[config.mk]
export PLATFORM = sky130hd
export DESIGN_NAME = qdec_ctu_syntax_reader
export DESIGN_NICKNAME = d
export VERILOG_FILES = /design/src/rtl/qdec_cabac_package.sv /design/src/rtl/qdec_skid_fifo.sv /design/src/rtl/qdec_ctu_syntax_reader.sv
export SDC_FILE = /design/constraint.sdc
export NUM_CORES = 1
export LEC_CHECK = 0
export ABC_AREA = 1
export CAP_MARGIN = 20
export CORE_ASPECT_RATIO = 0.8
export CORE_MARGIN = 10
export CORE_UTILIZATION = 55
export CTS_BUF_LIST = sky130_fd_sc_hd__clkbuf_8
export CTS_CLUSTER_DIAMETER = 30
export DETAILED_ROUTE_END_ITERATION = 12
export GPL_ROUTABILITY_DRIVEN = 0
export PLACE_DENSITY = 0.88
export REMOVE_ABC_BUFFERS = 1
export SLEW_MARGIN = 5
export SYNTH_ARGS = -nofsm -noshare
export SYNTH_HDL_FRONTEND = slang
export SYNTH_SLANG_ARGS = --single-unit
[constraint.sdc]
create_clock -name clk -period 3.4 [get_ports clk]
set_input_delay 0.68 -clock clk [delete_from_list [all_inputs] [get_ports clk]]
set_output_delay 0.68 -clock clk [all_outputs]
set_load 0.01 [all_outputs]
[src/rtl/qdec_cabac_package.sv]
// Shared types and default widths for the CABAC/CTU syntax path.
// Holds the CTU reader FSM encoding and line-buffer default sizes.
package qdec_cabac_package;

  localparam int LB_ADDR_W_DEF = 12;
  localparam int LB_DATA_W_DEF = 8;

  typedef enum logic [1:0] {
    IDLE,
    READ,
    DRAIN
  } ctuState_e;

endpackage

[src/rtl/qdec_skid_fifo.sv]
// Small register-based FIFO carrying a data byte plus a last flag.
// Head is read straight from the storage registers, so outputs are registered.
module qdec_skid_fifo #(
  parameter int DATA_W = 8,
  parameter int DEPTH  = 2,
  localparam int PW    = $clog2(DEPTH),
  localparam int CW    = PW + 1
) (
  input  logic              clk,
  input  logic              rst,
  input  logic              wrEn,
  input  logic [DATA_W-1:0] wrData,
  input  logic              wrLast,
  input  logic              rdEn,
  output logic [DATA_W-1:0] rdData,
  output logic              rdLast,
  output logic              empty,
  output logic [CW-1:0]     count
);

  logic [DATA_W:0] mem [DEPTH];
  logic [PW-1:0]   wrPtr;
  logic [PW-1:0]   rdPtr;

  always_ff @(posedge clk) begin
    if (rst) begin
      wrPtr <= '0;
      rdPtr <= '0;
      count <= '0;
      for (int i = 0; i < DEPTH; i++) begin
        mem[i] <= '0;
      end
    end else begin
      if (wrEn) begin
        mem[wrPtr] <= {wrLast, wrData};
        wrPtr      <= wrPtr + PW'(1);
      end
      if (rdEn) begin
        rdPtr <= rdPtr + PW'(1);
      end
      case ({wrEn, rdEn})
        2'b10:   count <= count + CW'(1);
        2'b01:   count <= count - CW'(1);
        default: count <= count;
      endcase
    end
  end

  assign rdData = mem[rdPtr][DATA_W-1:0];
  assign rdLast = mem[rdPtr][DATA_W];
  assign empty  = (count == '0);

endmodule

[src/rtl/qdec_ctu_syntax_reader.sv]
// Streams a completed CTU's syntax bytes out of the line buffer
// through a small skid FIFO with a valid/ready/last handshake.
module qdec_ctu_syntax_reader
  import qdec_cabac_package::*;
#(
  parameter int LB_ADDR_W  = LB_ADDR_W_DEF,
  parameter int LB_DATA_W  = LB_DATA_W_DEF,
  parameter int SKID_DEPTH = 2
) (
  input  logic                 clk,
  input  logic                 rst,
  input  logic                 ctu_done,
  input  logic [LB_ADDR_W:0]   ctu_len,
  output logic [LB_ADDR_W-1:0] lb_raddr,
  output logic                 lb_re,
  input  logic [LB_DATA_W-1:0] lb_dout,
  output logic [LB_DATA_W-1:0] syn_data,
  output logic                 syn_vld,
  input  logic                 syn_rdy,
  output logic                 syn_last,
  output logic                 busy,
  output logic                 ovf_err
);

  localparam int CW  = $clog2(SKID_DEPTH) + 1;
  localparam int AW1 = LB_ADDR_W + 1;

  ctuState_e state;
  ctuState_e nextState;

  logic [LB_ADDR_W:0] addr;
  logic [LB_ADDR_W:0] lenReg;
  logic               rdPending;
  logic               pendLast;
  logic               pop;
  logic               isLast;
  logic               start;
  logic               fifoEmpty;
  logic [CW-1:0]      fifoCount;
  logic [CW:0]        occ;

  assign pop      = syn_vld & syn_rdy;
  assign isLast   = (addr == lenReg - AW1'(1));
  assign start    = (state == IDLE) && ctu_done && (ctu_len != '0);
  assign lb_raddr = addr[LB_ADDR_W-1:0];
  assign syn_vld  = ~fifoEmpty;

  // A slot freed by this cycle's pop is reusable now; keeps 1 byte/cycle.
  assign occ = {1'b0, fifoCount} + {CW'(0), rdPending} - {CW'(0), pop};

  always_ff @(posedge clk) begin
    if (rst) begin
      state <= IDLE;
    end else begin
      state <= nextState;
    end
  end

  always_comb begin
    nextState = state;
    unique case (state)
      IDLE:  if (start) nextState = READ;
      READ:  if (lb_re && isLast) nextState = DRAIN;
      DRAIN: if (pop && syn_last) nextState = IDLE;
      default: nextState = IDLE;
    endcase
  end

  always_comb begin
    lb_re = 1'b0;
    busy  = (state != IDLE);
    if (state == READ) begin
      lb_re = (occ < (CW+1)'(SKID_DEPTH));
    end
  end

  always_ff @(posedge clk) begin
    if (rst) begin
      addr      <= '0;
      lenReg    <= '0;
      rdPending <= 1'b0;
      pendLast  <= 1'b0;
      ovf_err   <= 1'b0;
    end else begin
      if (start) begin
        lenReg <= ctu_len;
        addr   <= '0;
      end else if (lb_re) begin
        addr <= addr + AW1'(1);
      end
      rdPending <= lb_re;
      pendLast  <= lb_re & isLast;
      if (ctu_done && (state != IDLE)) begin
        ovf_err <= 1'b1;
      end
    end
  end

  qdec_skid_fifo #(
    .DATA_W (LB_DATA_W),
    .DEPTH  (SKID_DEPTH)
  ) uSkid (
    .clk    (clk),
    .rst    (rst),
    .wrEn   (rdPending),
    .wrData (lb_dout),
    .wrLast (pendLast),
    .rdEn   (pop),
    .rdData (syn_data),
    .rdLast (syn_last),
    .empty  (fifoEmpty),
    .count  (fifoCount)
  );

endmodule

# ---- Word-level counts from Yosys, hierarchy flattened
# Memories as Yosys holds them, arrays and structs flattened. A register that Yosys moved wholly into a read port is not among the register bits.
# Index checks and enable logic that the tools add are counted.
dict set report totals {
  memories 1
  rom_bits 0
  wordCells 59
  register_bits 35
  out_inout_bits 25
  latch_bits 0
  inputBits 25
  mem_bits_rw 18
}
dict set report op_classes {
  addsub 8
  shifts 0
  n_eq_ne 8
  n_bitwise 3
  mux 16
  mul 0
  reduce_logical 13
  div_mod_pow 0
  n_lt_le_gt_ge 1
}
# memory depth width rd rd_clocked_by_memory_dff wr line_no
set mem_list {}
lappend mem_list {uSkid.mem 2 9 1 1 2 qdec_skid_fifo.sv:21} ;# logic [DATA_W:0] mem [DEPTH];
# cell count
set op_table {}
lappend op_table {{adder 13 x 1 -> 13 bit (second input constant)} 1}
lappend op_table {{equality test 13 bit} 1}
lappend op_table {{nonzero test 13 bit} 1}
lappend op_table {{subtractor 13 x 1 -> 13 bit (second input constant)} 1}
lappend op_table {{2-to-1 mux 1 bit} 10}
lappend op_table {{2-to-1 mux 9 bit} 1}
lappend op_table {{OR reduction 9 bit} 1}
lappend op_table {{2-to-1 mux 2 bit} 3}
lappend op_table {{inequality test 2 bit (second input constant)} 3}
lappend op_table {{one-hot mux 2 bit (3 select lines)} 1}
lappend op_table {{logical AND 1 bit} 5}
lappend op_table {{equality test 2 x 1 -> 1 bit (second input constant)} 2}
lappend op_table {{equality test 2 bit (second input constant)} 2}
lappend op_table {{logical NOT 2 bit} 2}
lappend op_table {{one-hot mux 2 bit (2 select lines)} 1}
lappend op_table {{nonzero test 2 bit} 2}
lappend op_table {{adder 2 x 1 -> 3 bit} 1}
lappend op_table {{less-than comparator 3 x 2 -> 1 bit (second input constant)} 1}
lappend op_table {{AND reduction 3 bit} 1}
lappend op_table {{subtractor 3 x 1 -> 3 bit} 1}
lappend op_table {{adder 1 bit (second input constant)} 2}
lappend op_table {{adder 2 x 1 -> 2 bit (second input constant)} 1}
lappend op_table {{bitwise AND 1 bit} 2}
lappend op_table {{OR reduction 2 bit} 1}
lappend op_table {{2 further kinds} 2}

# ---- Depth between registers and ports, before layout
dict set report depth {
  word_depth 9
  mapped_depth 19
}

# ---- Cells and area by module
# Synthesis repeated with hierarchy kept, for this count alone.
dict set report hier_totals {
  cells_unflattened 407
  hier_area_um2 3225.6
}
# module cells_per_inst area_per_inst_um2 instances
set by_module_without_submodules {}
lappend by_module_without_submodules {qdec_ctu_syntax_reader 318 2197.1 1}
lappend by_module_without_submodules {qdec_skid_fifo 89 1028.5 1}

# ---- Least setup slack after synthesis
# Ideal clock, no wire load.
dict set report synth_timing {
  path_kind {input-to-output}
  from {in syn_rdy}
  to {out lb_re}
  t_arrival_ns 1.987
  stages 8
  t_required_ns 2.720
  setup_slack_ns 0.733
  cell_sequence {nand2_1 > inv_1 > ha_1 > nor2_1 > fa_1 > nor2_4 > nand2_4 > inv_2}
}
dict set report synth_between {
  elab_chain_len 4
}
# item line_no
set synth_lines {}
lappend synth_lines {{from (decl)} qdec_ctu_syntax_reader.sv:19} ;# input logic syn_rdy,
lappend synth_lines {{bitwise AND 1 bit} qdec_ctu_syntax_reader.sv:42} ;# assign pop = syn_vld & syn_rdy;
lappend synth_lines {{named net pop} qdec_ctu_syntax_reader.sv:35} ;# logic pop;
lappend synth_lines {{subtractor 3 x 1 -> 3 bit} qdec_ctu_syntax_reader.sv:49} ;# assign occ = {1'b0, fifoCount} + {CW'(0), rdPending} - {CW'(0), pop};
lappend synth_lines {{less-than comparator 3 x 2 -> 1 bit} qdec_ctu_syntax_reader.sv:73} ;# lb_re = (occ < (CW+1)'(SKID_DEPTH));
lappend synth_lines {{2-to-1 mux 1 bit} qdec_ctu_syntax_reader.sv:72} ;# if (state == READ) begin
lappend synth_lines {{to (decl)} qdec_ctu_syntax_reader.sv:15} ;# output logic lb_re,
# The timed path passes the listed nets, and every way through them passes these cells.

# ---- Worst setup path after layout
# Ends and elaborated chain as after synthesis.

==> reports/results.ini <==
[outcome]
status=completed

[clock_network]
clkTransAtPathRegs_ns=0.10
post_cts_buffers=0
hold_buffers=0
htree_levels=2
root_buffer=clkbuf_8
tritoncts=built
cts.sink_count=54
cts_buffer_depth=2
numCtsBuffers=5
worstSkewPairLatency_ns=0.32

[worst_setup_path]
path_class=in -> out
path_buf_inv=4
crit_chain=clkdlybuf4s50_1 -> nand2_1 -> inv_1 -> ha_1 -> nor2_2 -> fa_1 -> nor2_4 -> nand2_4 -> inv_2 -> dlygate4sd2_1
cp_slowest_stage_delay_ns=0.46
regToRegSetupSlack_ns=0.73
critPathArrivalTime_ns=2.57
worstPathRequired_ns=2.72
critical_path.slowest_cell=clkdlybuf4s50_1
cp_max_fo=2
endpoint_kind=primary output
critPathTopFamily=buffers and inverters
critPathLaunchType=input pin

[global_route]
gr-total-overflow=0
grt_max_degree=28
grt_usage=0.160
grt_pass1_wl_um=11500
grt_pass1_vias=2453
grt_antenna_before_repair=0

[timing]
fmax_mhz=308
setup_violations=0
finalHoldViolCount=0
worst_slew_pin_slew_ns=0.497
fin_ws_ns=0.154
clock-skew-final_ns=0.00493
slew_viol_final=0
fin_crit_sh=0.955
rsz0062_at_grt=no
period_needed_ns=3.25
slew_headroom=0.668

[route]
num_vias=2536
wirelength_um=6780
drtAntennaViolNets=0
drc=0
drtIter0Drc=164
via_per_inst=5.07
firstDrtPassIters=4
wire_per_inst_um=13.6

[synth]
synth_fa_ha_area_frac=0.0231
synth.area.mux_share=0.0333
synth_cells=392
ys_types=37
synth_top_family_by_area=simple AND/OR/NAND/NOR gates
ys_ff_latch=54
synth.avg_cell_area_sq_um=7.75
synthTopCellsByArea=dfxtp_1 24%, edfxtp_1 18%, nand2_1 9.4%
ys.warnings.count=0
synth.most_common_cell=nand2_1
yosys.area_share.simple=0.317
yosys.area.top_type=dfxtp_1
yosysTopAreaCellShare=0.237
synth_xor_area_frac=0.0482
synth_flop_cell=dfxtp_1
synthTopCellsByCount=76 x nand2_1, 59 x nor2_1, 49 x inv_1
async_flop_share=0
syn_area_sq_mm=0.00304
synth-seq-area-share=0.415
synth_compound_area_frac=0.0580
synth_edf_count=18

[placement]
io_buffers=49
pre_cts_ws_ns=-0.143
detailed_place_hpwl_um=5220

[floorplan]
die-area_sq_mm=0.00892
ios=50
initial_utilization=0.562
fp-row-count=24
die-height_um=86.5
coreArea_sq_mm=0.00541
die_w_um=103

[cells_and_area]
syn2layout_area_growth_pct=19.9
utilization=0.674
fin_nets=464
num_antenna_cells=0
drive_gt1_frac=0.115

[power]
p_per_area_mw_per_mm2=443
leakage_nw=1.55
ir_drop_mv=0.256

[worst_hold_path]
hold_path.class=reg -> reg

[flow_run]
maxCapViolations=0

## power breakdown
| part | leakage, nW | switching (mW) | internal, mW |
|---|---|---|---|
| clock network | 0.0504 | 0.223 | 0.219 |
| logic | 1.02 | 0.232 | 0.197 |
| registers | 0.481 | 0.0351 | 0.710 |
| total | 1.55 | 0.490 | 1.13 |
## layout make-up
cell class | instances | area [sq um]
fillers | 462 | 1760
inverters | 53 | 199
multi-input cells | 266 | 1460
clock inverters | 3 | 45.0
repair buffers | 54 | 527
flip-flops and latches | 54 | 1260
well taps | 65 | 81.3
clock buffers | 5 | 68.8
## stage by stage
step                total power [mW]  setup TNS, ns  cells  hold slack [ns]  area [sq um]
finish                          1.62              0    500            0.455          3640
global route                    1.71              0    500            0.500          3640
CTS                             1.62              0    500            0.460          3640
detailed placement              1.19         -0.143    492            0.446          3530
global placement                1.17         -0.120    492            0.434          3530
floorplan                       1.02              0    373            0.426          2920
## flip-flops by register name, indices dropped and copies added, names as in the netlist, named ones only
name / count
uSkid.rdPtr: 1
pendLast: 1
uSkid.count: 2
rdPending: 1
state: 2
addr: 13
ovf_err: 1
uSkid.mem: 18
lenReg: 13
uSkid.wrPtr: 1
## logic make-up (layout without fill, tap and decap cells)
| logic type | count (synthesis) | count (layout) |
|---|---|---|
| and+or+nand+nor | 203 | 203 |
| buffers and inverters | 72 | 115 |
| DFF | 54 | 54 |
| AOI/OAI and AO/OA | 34 | 34 |
| xor gates and xnor gates | 15 | 15 |
| muxes | 9 | 9 |
| adders and majority gates | 5 | 5 |
## routing by layer
metal | part of all wire | global-route usage
met1 | 0.44 | 0.206
met4 | 0.015 | 0.0517
met3 | 0.057 | 0.0358
met5 | 0 | 0
met2 | 0.48 | 0.259
## final timing paths
| check | cells past startpoint | end | start |
|---|---|---|---|
| worst max-delay path | 10 | lb_re | syn_rdy |
| worst min-delay path | 1 | register | uSkid.rdPtr$_SDFFE_PP0P_ |
| worst max register to register | 16 | addr[11]$_SDFFE_PP0P_ | uSkid.count[0]$_SDFFE_PP0P_ |
| worst min register to register | 1 | register | uSkid.rdPtr$_SDFFE_PP0P_ |
## worst register-to-register path: stages, from the launching register on
cell and delay (ns):
dfxtp_1 0.33, inv_1 0.11, nand2_1 0.08, nand2_1 0.06, inv_1 0.05, ha_1 0.30
nor2_2 0.12, fa_1 0.45, nor2_4 0.14, nand2_4 0.06, buf_4 0.16, nor2_2 0.15
nand2_1 0.09, nor2_2 0.14, nand4_1 0.11, xor2_1 0.15, nor2_1 0.05
## what timing repair did
item,4_1_cts,5_1_grt
gates cloned,0,0
gates resized for setup,2,0
setup endpoints to repair,1,1
pin swaps,1,1
hold endpoints to repair,0,0
## cells in the final DEF (no fill, tap or decap), types with 2 or more instances in the layout
cell | netlist | layout
a21oi_1 | 12 | 12
and2_1 | 12 | 12
buf_4 | 12 | 5
clkbuf_8 | 0 | 5
clkdlybuf4s50_1 | 0 | 48
clkinvlp_4 | 0 | 2
dfxtp_1 | 36 | 36
edfxtp_1 | 18 | 18
ha_1 | 4 | 4
inv_1 | 49 | 49
inv_2 | 4 | 4
mux2_2 | 9 | 9
nand2_1 | 76 | 76
nand2_2 | 5 | 5
nand2_4 | 2 | 2
nand3_1 | 17 | 17
nand4_1 | 6 | 6
nand4_2 | 2 | 2
nor2_1 | 59 | 58
nor2_2 | 5 | 6
nor2_4 | 4 | 4
nor3_1 | 5 | 5
nor3_2 | 2 | 2
nor3b_1 | 2 | 2
nor4_1 | 2 | 2
o21ai_0 | 17 | 17
o21ai_1 | 3 | 3
xnor2_1 | 6 | 6
xor2_1 | 8 | 8
No activity file was read; power rests on OpenSTA's default activity.
==> variant 1 (same flow settings) <==
Change the parameter `SKID_DEPTH` from 2 to 4.
--- a/src/rtl/qdec_ctu_syntax_reader.sv
+++ b/src/rtl/qdec_ctu_syntax_reader.sv
@@ -7,3 +7,3 @@
   parameter int LB_DATA_W  = LB_DATA_W_DEF,
-  parameter int SKID_DEPTH = 2
+  parameter int SKID_DEPTH = 4
 ) (
Check against the original RTL: not equivalent (Yosys sat finds a counterexample within 4 cycles, from zero or initial values and one cycle with rst high).
==> variant 1 against the unedited design <==
Critical path depth increased by 2. Power rose by 65%. Setup slack better by 0.038 ns. Clock skew increased by 0.0098 ns. Sequential cell count rose by 22. Die area rose by 24%. Area after synthesis grew 31%. Wire length rose by 46%. Final area up 29%. Sequential power is 46% higher. Highest routed layer unchanged.
==> variant 1: results (changes against the unedited design) <==
status: finished clean
root buf cell: clkbuf_8
Synth Warn #: 0 (unchanged)
crit-path max cell delay: 0.45 ns
DP HPWL: 7.24 mm (+39%)
GRT Overall Usage: 18.1% (+2.1 points)
Critical Path Start: syn_rdy
delay-heaviest family, CP: buffers and inverters
Post-Route WL: 9.91 mm (+46%)
worst reg-to-reg setup slack: 0.88 ns (+0.15 ns)
CP endpoint: lb_re
H-tree depth: 3 (+1)
I/O Buffers: 49 (unchanged)
fill count: 549 (+19%)
first-pass GRT wire length: 16.1 mm (+40%)
Worst-Margin Slew: 1.18 ns (+0.684 ns)
routed vias/inst: 5.61 (+11%)
largest net degree at the start of global routing: 22 (-21%)
Crit path arrival time: 2.53 ns (-0.04 ns)
CP Max Fanout: 2 (unchanged)
postcts setup bufs: 0 (unchanged)
share of layout cells above drive strength 1: 7.75% (-3.7 points)
number of antenna violations at the first check in global routing: 0 (unchanged)
switch share: 36.7% (+6.4 points)
DRT Pass-1 Iters: 5 (+1)
Clock Path Buffers: 2 (unchanged)
vias in the first global route: 3399 (+39%)
synth top area cells: edfxtp_1 (27%), dfxtp_1 (20%), nor2_1 (7.9%)
Synth cell types: 34 (-8.1%)
ys async rst share: 0% (unchanged)
Placed Cells incl. Taps: 626 (+27%)
cell count after synthesis: 505 (+29%)
Final #Nets: 582 (+25%)
Cell Area, Placed: 0.00451 mm^2 (+28%)
Setup Skew: 0.0147 ns (+0.00981 ns)
RR Startpoint: uSkid.count[1]
detailed router's first-iteration violation count: 351 (+110%)
fmax: 312 MHz (+1.2%)
total CTS buffers: 9 (+4)
post-CTS sizing: 1 (-1)
slowest CP cell: clkdlybuf4s50_1
register area share after synthesis: 47.2% (+5.7 points)
VDD IR max: 0.380 mV (+49%)
clk slew on worst S/H paths: 0.08 ns (-0.02 ns)
clk_lat worst skew: 0.37 ns (+0.05 ns)
biggest regs: uSkid.mem (36), addr (13), lenReg (13)
P_leak: 1.82 nW (+17%)
Synth top cells by count: nor2_1 (84), nand2_1 (81), inv_1 (58)
Hold Path Class: reg -> reg
Reg-to-Reg End: addr[9]
non-filler cells, final: 642 (+28%)
n_diodes: 0 (unchanged)
number of synthesized flops with an enable pin: 36 (+18)
dpl ws: -0.0816 ns (+0.0609 ns)
FF-to-FF path depth: 16 (unchanged)
[variant 1: cell types whose count changed after synthesis, sizes merged, moves of 4 or more]
cell | before | now
inv | 53 | 61
o21ai | 20 | 44
nor3 | 7 | 23
o22ai | 0 | 9
a21oi | 13 | 33
edfxtp | 18 | 36
dfxtp | 36 | 40
nor2 | 68 | 90
mux2 | 9 | 0
and2 | 12 | 0
[variant 1: through the flow]
stage | TNS, ns | util [%]
global placement | 0 | 64.8
CTS | 0 | 67.5
global route | 0 | 67.5
floorplan | 0 | -
detailed placement | -0.0816 | 64.8
finish | 0 | 67.5
[variant 1: worst min-delay path by stage]
stage | endpoint | startpoint | slack, ns | depth (start not counted)
floorplan | flop | uSkid.rdPtr[1] | 0.44 | 2
global placement | uSkid.rdPtr[1] | uSkid.rdPtr[1] | 0.45 | 2
detailed placement | uSkid.rdPtr[0] | uSkid.rdPtr[0] | 0.47 | 1
CTS | uSkid.rdPtr[0] | uSkid.rdPtr[0] | 0.48 | 1
global route | lenReg[5] | lenReg[5] | 0.52 | 2
finish | uSkid.rdPtr[1] | uSkid.rdPtr[1] | 0.48 | 2
[variant 1: power by group through the flow]
stage / clock network (mW) / registers (mW) / logic [mW]
3_3_place_gp: 0 / 1.11 / 0.857
3_5_place_dp: 0 / 1.11 / 0.892
2_1_floorplan: 0 / 1.11 / 0.529
6_report: 0.668 / 1.09 / 0.903
5_1_grt: 0.710 / 1.10 / 1.00
4_1_cts: 0.671 / 1.09 / 0.899
[variant 1: cell families after synthesis]
kind of cell | Yosys count | share of synthesized area, %
AOI/OAI and AO/OA | 89 | 12.0
adders and majority gates | 7 | 2.38
DFF | 76 | 47.2
xor gates and xnor gates | 16 | 3.70
buffers and inverters | 86 | 9.38
and+or+nand+nor | 231 | 25.3
[variant 1: worst register-to-register path, cell delays in order (launching register included)]
cell      delay (ns)
dfxtp_1         0.37
inv_1           0.10
nand3_1         0.12
nand2_1         0.05
inv_1           0.07
ha_1            0.15
inv_1           0.04
ha_1            0.28
nand2_2         0.07
o21bai_4        0.14
xor2_2          0.18
nand2_2         0.09
buf_4           0.21
nor2_4          0.14
nand2_1         0.08
or2_0           0.22
a21oi_2         0.13
[variant 1: cell type report]
cell class / count / share of cell area (%)
inverters: 63 / 5.04
flip-flops and latches: 76 / 40.1
clock buffers: 9 / 2.64
well taps: 87 / 2.32
repair buffers: 57 / 11.7
clock inverters: 7 / 1.36
multi-input cells: 343 / 36.9
[variant 1: routing by layer]
metal / vias up / wire, um / global-route usage, % / share of wire [%]
li1: 1739 / - / - / -
met1: 1659 / 4320 / 23.1 / 44
met2: 181 / 4490 / 29.0 / 45
met3: 23 / 914 / 4.60 / 9.2
met4: 0 / 193 / 6.58 / 1.9
met5: - / 0 / 0 / 0
==> variant 2 (same flow settings) <==
Without the edit above. Register the output `ovf_err` once more; this adds one clock of latency there. The other outputs are not delayed to match.
--- a/src/rtl/qdec_ctu_syntax_reader.sv
+++ b/src/rtl/qdec_ctu_syntax_reader.sv
@@ -26,2 +26,4 @@
   localparam int AW1 = LB_ADDR_W + 1;
+
+  logic ovf_err_s0;
 
@@ -82,3 +84,3 @@
       pendLast  <= 1'b0;
-      ovf_err   <= 1'b0;
+      ovf_err_s0 <= 1'b0;
     end else begin
@@ -93,3 +95,3 @@
       if (ctu_done && (state != IDLE)) begin
-        ovf_err <= 1'b1;
+        ovf_err_s0 <= 1'b1;
       end
@@ -114,2 +116,6 @@
 
+  always_ff @(posedge clk) begin
+    ovf_err <= ovf_err_s0;
+  end
+
 endmodule
Function: changed (a bounded check fails within 4 cycles, from zero or initial values and one cycle with rst high).
==> variant 2 against the unedited design <==
Sequential cell count increased by 1. Power up 1.9%. Die area up 0.52%. Clock power is 3% higher. Area after synthesis rose by 0.66%. Wire length is 2.6% higher. Sequential power grew 2%. Final area grew 1.5%. Maximum frequency fell by 1.3%. Setup slack worse by 0.042 ns. Critical path type unchanged. Critical endpoint unchanged. Largest power group unchanged.
==> variant 2: results (changes against the unedited design) <==
status: finished clean
number of antenna violations at the first check in global routing: 0 (unchanged)
grt ovf: 0 (unchanged)
Hold Fails Final Rpt: 0 (unchanged)
biggest regs: uSkid.mem (18), addr (13), lenReg (13)
GRT Overall Usage: 15.9% (-0.080 points)
crit-path max cell delay: 0.46 ns (about the same)
ys flop type: dfxtp_1
H-tree depth: 2 (unchanged)
root buf cell: clkbuf_8
Placed Cells incl. Taps: 508 (+3.3%)
synth top area cells: dfxtp_1 (24%), edfxtp_1 (18%), nand2_1 (9.3%)
n_diodes: 0 (unchanged)
register area share after synthesis: 41.9% (+0.38 points)
DRT Pass-1 Iters: 5 (+1)
total CTS buffers: 5 (unchanged)
ys async rst share: 0% (unchanged)
Final #Nets: 467 (+0.65%)
fill count: 434 (-6.1%)
number of synthesized flops with an enable pin: 18 (unchanged)
P_leak: 1.58 nW (+1.6%)
Synth Warn #: 0 (unchanged)
Post-Route WL: 6.96 mm (+2.6%)
routed len/inst: 13.5 um (-0.54%)
Syn Area/Cell: 7.78 um^2 (+0.40%)
detailed router's first-iteration violation count: 154 (-6.1%)
VDD IR max: 0.275 mV (+7.4%)
clk_lat worst skew: 0.32 ns (about the same)
Slew HR: 67.7% (+0.93 points)
Setup Skew: 0.00647 ns (+0.00153 ns)
delay-heaviest family, CP: buffers and inverters
CP Max Fanout: 2 (unchanged)
Synth top cells by count: nand2_1 (76), nor2_1 (59), inv_1 (49)
Final setup viols: 0 (unchanged)
Synth cell types: 37 (unchanged)
I/O Buffers: 49 (unchanged)
clk slew on worst S/H paths: 0.10 ns (about the same)
vias: 2653 (+4.6%)
DP HPWL: 5.38 mm (+3.0%)
largest net degree at the start of global routing: 28 (unchanged)
first-pass GRT wire length: 11.5 mm (-0.24%)
slowest CP cell: fa_1
share of layout cells above drive strength 1: 11.9% (+0.38 points)
Hold Path Class: reg -> reg
vias in the first global route: 2546 (+3.8%)
Clock Path Buffers: 2 (unchanged)
variant 2: repair_timing:
item                       4_1_cts  5_1_grt
setup buffers                    0        0
resized for setup                2        0
setup endpoints to repair        1        0
variant 2: where the power goes:
group | internal [mW] | leakage, nW | switching, mW
clock | 0.224 | 0.0587 | 0.230
sequential | 0.722 | 0.489 | 0.0357
combinational | 0.199 | 1.03 | 0.236
variant 2: cell families after synthesis:
group | synth area share, %
simple gates | 31.5
buf+inv | 10.4
flops | 41.9
compound gates | 5.77
xor+xnor | 4.79
mux | 3.31
fa+ha+maj | 2.29
variant 2: cell type report:
cell class | instances | area, um^2 | share of cell area, %
multi-input combinational | 266 | 1460 | 39.5
sequential | 55 | 1280 | 34.7
timing repair buffer | 56 | 542 | 14.7
inverter | 53 | 199 | 5.38
tap | 78 | 97.6 | 2.64
clock buffer | 5 | 68.8 | 1.86
clock inverter | 3 | 47.5 | 1.29
variant 2: final timing paths:
kind | startpoint | endpoint | slack (ns) | cells after the start
worst max-delay path | syn_rdy | lb_re | 0.11 | 10
worst min-delay path | ovf_err_s0 | ovf_err | 0.36 | 0
worst max register to register | uSkid.count[0] | addr[11] | 0.68 | 16
worst min register to register | ovf_err_s0 | ovf_err | 0.36 | 0
variant 2: metal layers:
| metal | vias up | global-route usage (%) | part of all wire (%) |
|---|---|---|---|
| met5 | - | 0 | 0 |
| met4 | 0 | 4.79 | 1.2 |
| met3 | 7 | 3.50 | 5.8 |
| met2 | 84 | 27.8 | 51 |
| met1 | 1240 | 18.9 | 42 |
| li1 | 1322 | - | - |
variant 2: stage by stage:
stage	area [um^2]	power [mW]	hold WS, ns	setup WS (ns)	setup TNS (ns)
6_report	3700	1.65	0.365	0.112	0
5_1_grt	3700	1.73	0.377	0.00350	0
4_1_cts	3700	1.65	0.364	0.0852	0
3_5_place_dp	3580	1.21	0.346	-0.166	-0.166
3_3_place_gp	3580	1.19	0.340	-0.123	-0.123
2_1_floorplan	2940	1.04	0.331	0.733	0
